**config.mk**
```make
export PLATFORM = sky130hd
export DESIGN_NAME = vector_sequencer
export DESIGN_NICKNAME = d
export VERILOG_FILES = /design/src/rtl/vector_sequencer.sv
export SDC_FILE = /design/constraint.sdc
export NUM_CORES = 2
export LEC_CHECK = 0
export ABC_AREA = 1
export BUFFER_PORTS_ARGS = -buffer_cell sky130_fd_sc_hd__clkbuf_2
export CORE_UTILIZATION = 48
export DETAILED_ROUTE_END_ITERATION = 8
export MAX_ROUTING_LAYER = met4
export PLACE_DENSITY = 0.66
export SLEW_MARGIN = 20
export SYNTH_ARGS = -nofsm -noshare
export SYNTH_HDL_FRONTEND = slang
export SYNTH_SLANG_ARGS = --single-unit
```
**constraint.sdc**
```tcl
create_clock -name i_clk -period 4.69 [get_ports i_clk]
set_input_delay 0.2345 -clock i_clk [delete_from_list [all_inputs] [get_ports i_clk]]
set_output_delay 0.2345 -clock i_clk [all_outputs]
set_load 0.005 [all_outputs]
```
**src/rtl/vector_sequencer.sv**
```systemverilog
// vector_sequencer: replays stored control words into an external datapath and
// checks the sampled result against stored expectations. Supports single-pass,
// free-running loop and single-step operation with saturating error tracking.
module vector_sequencer #(
  parameter  int CW    = 27,
  parameter  int OW    = 8,
  parameter  int DEPTH = 41,
  parameter  int LAT   = 1,
  parameter  int EW    = 6,
  localparam int AW    = $clog2(DEPTH)
) (
  input  logic          i_clk,
  input  logic          i_rst,       // asynchronous, active-low
  input  logic          i_ld_en,
  input  logic [AW-1:0] i_ld_addr,
  input  logic [CW-1:0] i_ld_ctrl,
  input  logic [OW-1:0] i_ld_exp,
  input  logic          i_ld_chk,
  input  logic [1:0]    i_mode,
  input  logic [AW:0]   i_len,
  input  logic          i_start,
  input  logic          i_step,
  input  logic          i_abort,
  input  logic [OW-1:0] i_obs,
  output logic [CW-1:0] o_ctrl_out,
  output logic [AW-1:0] o_vec_idx,
  output logic          o_busy,
  output logic          o_done,
  output logic          o_err_flag,
  output logic [EW-1:0] o_err_cnt,
  output logic [AW-1:0] o_first_err
);

  localparam logic [1:0] S_IDLE      = 2'd0;
  localparam logic [1:0] S_APPLY     = 2'd1;
  localparam logic [1:0] S_WAIT_STEP = 2'd2;
  localparam logic [1:0] S_DONE      = 2'd3;

  // Mode 2'b11 is reserved and falls through to single-pass behaviour.
  localparam logic [1:0] MODE_LOOP = 2'b01;
  localparam logic [1:0] MODE_STEP = 2'b10;

  localparam logic [AW:0] DEPTH_L     = (AW+1)'(DEPTH);
  localparam logic [AW:0] LEN_ONE     = (AW+1)'(1);
  localparam logic [3:0]  SETTLE_LAST = 4'(LAT - 1);

  // Vector storage
  logic [CW-1:0] r_ctrl_mem [DEPTH];
  logic [OW-1:0] r_exp_mem  [DEPTH];
  logic          r_chk_mem  [DEPTH];

  // Sequencer state
  logic [1:0]    r_state;
  logic [1:0]    r_mode;
  logic [AW:0]   r_len;
  logic [3:0]    r_settle;
  logic [CW-1:0] r_ctrl;
  logic [AW-1:0] r_vec_idx;
  logic          r_done;

  // Error state
  logic          r_err_flag;
  logic [EW-1:0] r_err_cnt;
  logic [AW-1:0] r_first_err;

  logic          w_idle_like;
  logic          w_ld_ok;
  logic          w_start_ok;
  logic [AW:0]   w_len_clamped;
  logic          w_settled;
  logic          w_compare;
  logic          w_mismatch;
  logic          w_last;
  logic [AW-1:0] w_next_idx;

  assign w_idle_like   = (r_state == S_IDLE) || (r_state == S_DONE);
  assign w_ld_ok       = i_ld_en && w_idle_like && ({1'b0, i_ld_addr} < DEPTH_L);
  assign w_start_ok    = i_start && w_idle_like;
  assign w_len_clamped = (i_len > DEPTH_L) ? DEPTH_L : i_len;
  assign w_settled     = (r_settle == SETTLE_LAST);
  assign w_compare     = (r_state == S_APPLY) && w_settled;
  assign w_mismatch    = r_chk_mem[r_vec_idx] && (i_obs != r_exp_mem[r_vec_idx]);
  assign w_last        = ({1'b0, r_vec_idx} == (r_len - LEN_ONE));
  assign w_next_idx    = r_vec_idx + AW'(1);

  // Vector memory write port; loads are accepted only while no run is active.
  // NOTE: the vector memory has no reset branch -- its contents must survive
  // reset, and leaving it out keeps it mappable onto plain RAM.
  always_ff @(posedge i_clk) begin
    if (w_ld_ok) begin
      r_ctrl_mem[i_ld_addr] <= i_ld_ctrl;
      r_exp_mem[i_ld_addr]  <= i_ld_exp;
      r_chk_mem[i_ld_addr]  <= i_ld_chk;
    end
  end

  // Sequencer FSM: run start/abort, settle timing, vector advance and ctrl word.
  always_ff @(posedge i_clk or negedge i_rst) begin
    if (!i_rst) begin
      r_state   <= S_IDLE;
      r_mode    <= '0;
      r_len     <= '0;
      r_settle  <= '0;
      r_ctrl    <= '0;
      r_vec_idx <= '0;
      r_done    <= 1'b0;
    end else begin
      // NOTE: all state here uses non-blocking assignment so every branch
      // reads the pre-edge values, exactly like the flops being described.
      case (r_state)
        S_IDLE, S_DONE: begin
          if (i_start) begin
            r_mode    <= i_mode;
            r_len     <= w_len_clamped;
            r_vec_idx <= '0;
            r_settle  <= '0;
            if (i_len == '0) begin
              r_state <= S_DONE;
              r_done  <= 1'b1;
              r_ctrl  <= '0;
            end else begin
              r_state <= S_APPLY;
              r_done  <= 1'b0;
              r_ctrl  <= r_ctrl_mem[0];
            end
          end
        end

        S_APPLY: begin
          if (!w_settled) begin
            r_settle <= r_settle + 4'd1;
          end
          // Abort outranks the advance; the error block still sees the compare.
          if (i_abort) begin
            r_state <= S_IDLE;
            r_ctrl  <= '0;
            r_done  <= 1'b0;
          end else if (w_settled) begin
            if (r_mode == MODE_STEP) begin
              r_state <= S_WAIT_STEP;
            end else if (!w_last) begin
              r_vec_idx <= w_next_idx;
              r_settle  <= '0;
              r_ctrl    <= r_ctrl_mem[w_next_idx];
            end else if (r_mode == MODE_LOOP) begin
              r_vec_idx <= '0;
              r_settle  <= '0;
              r_ctrl    <= r_ctrl_mem[0];
            end else begin
              r_state <= S_DONE;
              r_done  <= 1'b1;
              r_ctrl  <= '0;
            end
          end
        end

        S_WAIT_STEP: begin
          if (i_abort) begin
            r_state <= S_IDLE;
            r_ctrl  <= '0;
            r_done  <= 1'b0;
          end else if (i_step) begin
            if (!w_last) begin
              r_state   <= S_APPLY;
              r_vec_idx <= w_next_idx;
              r_settle  <= '0;
              r_ctrl    <= r_ctrl_mem[w_next_idx];
            end else begin
              r_state <= S_DONE;
              r_done  <= 1'b1;
              r_ctrl  <= '0;
            end
          end
        end

        default: r_state <= S_IDLE;
      endcase
    end
  end

  // Error tracking: cleared by an accepted start, updated on every compare edge.
  always_ff @(posedge i_clk or negedge i_rst) begin
    if (!i_rst) begin
      r_err_flag  <= 1'b0;
      r_err_cnt   <= '0;
      r_first_err <= '0;
    end else if (w_start_ok) begin
      r_err_flag  <= 1'b0;
      r_err_cnt   <= '0;
      r_first_err <= '0;
    end else if (w_compare && w_mismatch) begin
      r_err_flag <= 1'b1;
      if (!r_err_flag) begin
        r_first_err <= r_vec_idx;
      end
      if (r_err_cnt != '1) begin
        r_err_cnt <= r_err_cnt + EW'(1);
      end
    end
  end

  assign o_ctrl_out  = r_ctrl;
  assign o_vec_idx   = r_vec_idx;
  assign o_busy      = (r_state == S_APPLY) || (r_state == S_WAIT_STEP);
  assign o_done      = r_done;
  assign o_err_flag  = r_err_flag;
  assign o_err_cnt   = r_err_cnt;
  assign o_first_err = r_first_err;

endmodule

```
==> flow_metrics.py <==
metrics = {
    "worst_setup_path": {
        "cp_slowest_cell": "dfrtp_2",
        "crit_cells": 12,
        "startpoint": "o_vec_idx[1]",
        "cp-endpoint": "o_ctrl_out[7]",
        "cp_slowest_stage_delay_ns": 0.67,
        "r2r_end": "o_ctrl_out[7]",
        "critPathRequiredTime_ns": 5.39,
        "crit_type": "flip-flop to flip-flop",
        "r2r_setup_slack_ns": 1.11,
        "cpLargestDelayFamily": "buffers and inverters",
        "crit_path_start_kind": "flip-flop",
        "cp-end-kind": "flip-flop",
        "crit_arrival_ns": 4.28,
        "reg2reg_depth": 12,
        "critPathBufInv": 2,
        "critPathMaxFanout": 133,
        "cp_common_cell": "nand3_1",
        "timing.rr.start": "o_vec_idx[1]",
        "path_cells": "ha_4, inv_8, buf_4, a21oi_1, a32o_1, o211ai_1, nand3_1, nand3_1, nand3_1, nand2_1, nand2_1, a2bb2oi_1",
    },
    "global_route": {
        "grt_max_degree": 198,
        "grt_use_total_pct": 27.7,
        "grt_overflow": 0,
        "grt_pass1_vias": 39400,
        "gr-usage-met3_pct": 4.48,
        "grt_antenna_before_repair": 8,
        "grt_busiest_layer": "met2",
        "grt_util_met2_pct": 43.0,
        "grt_pass1_wl_um": 260000,
        "grt_use_met1_pct": 36.4,
    },
    "routing": {
        "routed_wl_um": 178000,
        "post_drt_wl_per_cell_um": 25.8,
        "viasPerCell": 6.07,
        "firstDrtPassIters": 5,
        "postRouteAntennaNets": 0,
        "num_vias": 41900,
        "drt_iter0_drc": 5521,
        "drt_drc_violations_left": 0,
    },
    "synth": {
        "synth_top_area_share_pct": 71.0,
        "synth-seq-cells": 1538,
        "synth.most_common_cell": "edfxtp_1",
        "netlist_area_um2": 62400,
        "syn_area_per_cell_um2": 12.6,
        "yosysTopAreaCell": "edfxtp_1",
        "synth.area.top_cells": "edfxtp_1 71%, nand2_1 7.1%, nand3_1 3.7%, dfrtp_1 2.5%, o21ai_0 2.5%",
        "synth-edff-count": 1476,
        "synthTopCellsByCount": "1,476 x edfxtp_1, 1,188 x nand2_1, 465 x nand3_1",
        "yosysUniqueCellTypes": 48,
        "synthFlopType": "edfxtp_1",
        "ys_seq_area_share_pct": 73.5,
        "syn_inst": 4968,
        "synth_warnings": 0,
        "synth_nets": 5040,
        "async_flop_share_pct": 4.03,
    },
    "sta": {
        "max_freq_mhz": 279,
        "setup_tns_ns": 0,
        "grt_setup_unrepaired": "no",
        "clock_skew_ns": 0.0315,
        "min_period_ns": 3.58,
        "setup_viol": 0,
        "slew-limit-headroom_pct": 20.2,
        "finalHoldViolCount": 0,
        "period_share_pct": 76.3,
        "finalMaxSlewViolations": 0,
        "worstMarginPinSlew_ns": 1.19,
        "post-route-worst-setup-slack_ns": 1.11,
    },
    "clocking": {
        "numClockSinks": 1538,
        "cts_root_buf": "clkbuf_16",
        "cts_hold_buf": 20,
        "clock_latency_ns": 0.79,
        "post_cts_buffers": 0,
        "clockBufferDepth": 3,
        "cts_resized": 0,
        "cts_buffers": 154,
        "cts_tree": "done",
        "htree_levels": 4,
        "clkTransAtPathRegs_ns": 0.06,
    },
    "floorplanning": {
        "die_x_um": 363,
        "pin_count": 113,
        "start_util_pct": 48.6,
        "design.die.area_um2": 131000,
        "core_um2": 128000,
        "die_h_um": 363,
        "num_rows": 131,
    },
    "layout": {
        "area_growth_pct": 12.3,
        "nNetsFinal": 5106,
        "final_layout_size_suffix_gt1_share_pct": 9.63,
    },
    "outcome": {
        "outcome": "finished clean",
    },
    "pwr": {
        "ir_drop_uv": 759,
        "power_leakage_nw": 24.1,
        "powerDensity_nw_per_um2": 535,
    },
    "hold_path": {
        "hp-class": "primary input to flip-flop",
    },
    "placed_design": {
        "hpwl_um": 94100,
        "dp_slack_ns": 1.13,
        "gp_congestion": 0.831,
        "port_buffers": 112,
    },
    "job": {
        "maxCapViolations": 0,
    },
}
[power breakdown]
group          internal, W  leakage (nW)  total [W]  switching, W
clock network      0.00659          2.31     0.0117       0.00515
logic              0.00330          7.76     0.0101       0.00676
registers           0.0153          14.0     0.0157      0.000331
[cells in the final DEF, fill, tap and decap left out, types with 52 or more instances in the layout]
master	n
edfxtp_1	1476
nand2_1	1187
nand3_1	465
nor2_1	317
o21ai_0	308
a21oi_1	200
clkbuf_16	156
o22ai_1	114
o211ai_1	113
clkbuf_2	111
a32o_1	97
buf_4	82
inv_1	68
dfrtp_1	60
clkbuf_1	53
a31oi_1	52
[kinds of logic after synthesis]
group	synth area share [%]
AOI/OAI and AO/OA	9.53
xor gates and xnor gates	0.239
buffers and inverters	3.16
adders and majority gates	0.140
and+or+nand+nor	13.4
DFF	73.5
[sequential cells by signal, indices dropped and copies added (netlist names)]
register	count
r_ctrl_mem	1107
r_exp_mem	328
r_chk_mem	41
o_ctrl_out	27
r_len	7
o_err_cnt	6
o_first_err	6
o_vec_idx	6
r_settle	4
r_mode	2
r_state	2
o_done	1
o_err_flag	1
[how the worst min path moves through the flow]
stage               startpoint            end  slack, ns  cells past startpoint
finish                 i_start    r_settle[2]       0.07                      4
CTS                    i_start    r_settle[2]       0.01                      4
floorplan                i_rst  o_ctrl_out[0]      -0.06                      0
detailed placement       i_rst     r_state[1]       0.16                      1
global placement         i_rst     r_state[1]       0.16                      1
global route           i_start    r_settle[1]       0.09                      4
[per-stage QoR]
step	power, W	hold WS [ns]	instances	utilization [%]	area, µm²
floorplan	0.0227	-0.0611	4968	-	62400
global placement	0.0257	0.164	6587	50.7	65100
detailed placement	0.0258	0.162	6587	50.7	65100
CTS	0.0374	0.0101	6890	54.6	70000
global route	0.0389	0.0938	6897	54.6	70100
finish	0.0375	0.0656	6897	54.6	70100
[layout make-up]
type	count	area (µm²)
clock buffers	216	4200
fillers	10400	58300
repair buffers	242	1960
clock inverters	67	528
inverters	81	339
diodes	7	17.5
flip-flops and latches	1538	45900
multi-input cells	3017	15000
well taps	1729	2160
[routing by layer]
metal | vias up | part of all wire (%)
met5 | - | 0
met4 | 0 | 4.1
met3 | 439 | 9.4
met2 | 2256 | 47
met1 | 20800 | 39
li1 | 18300 | -
[worst min-delay path, cell delays in order]
cell and delay (ns):
clkbuf_2 0.11, o22ai_1 0.14, a21oi_4 0.20, o21ai_0 0.11
Note: power is estimated with default switching activity, not from simulation.
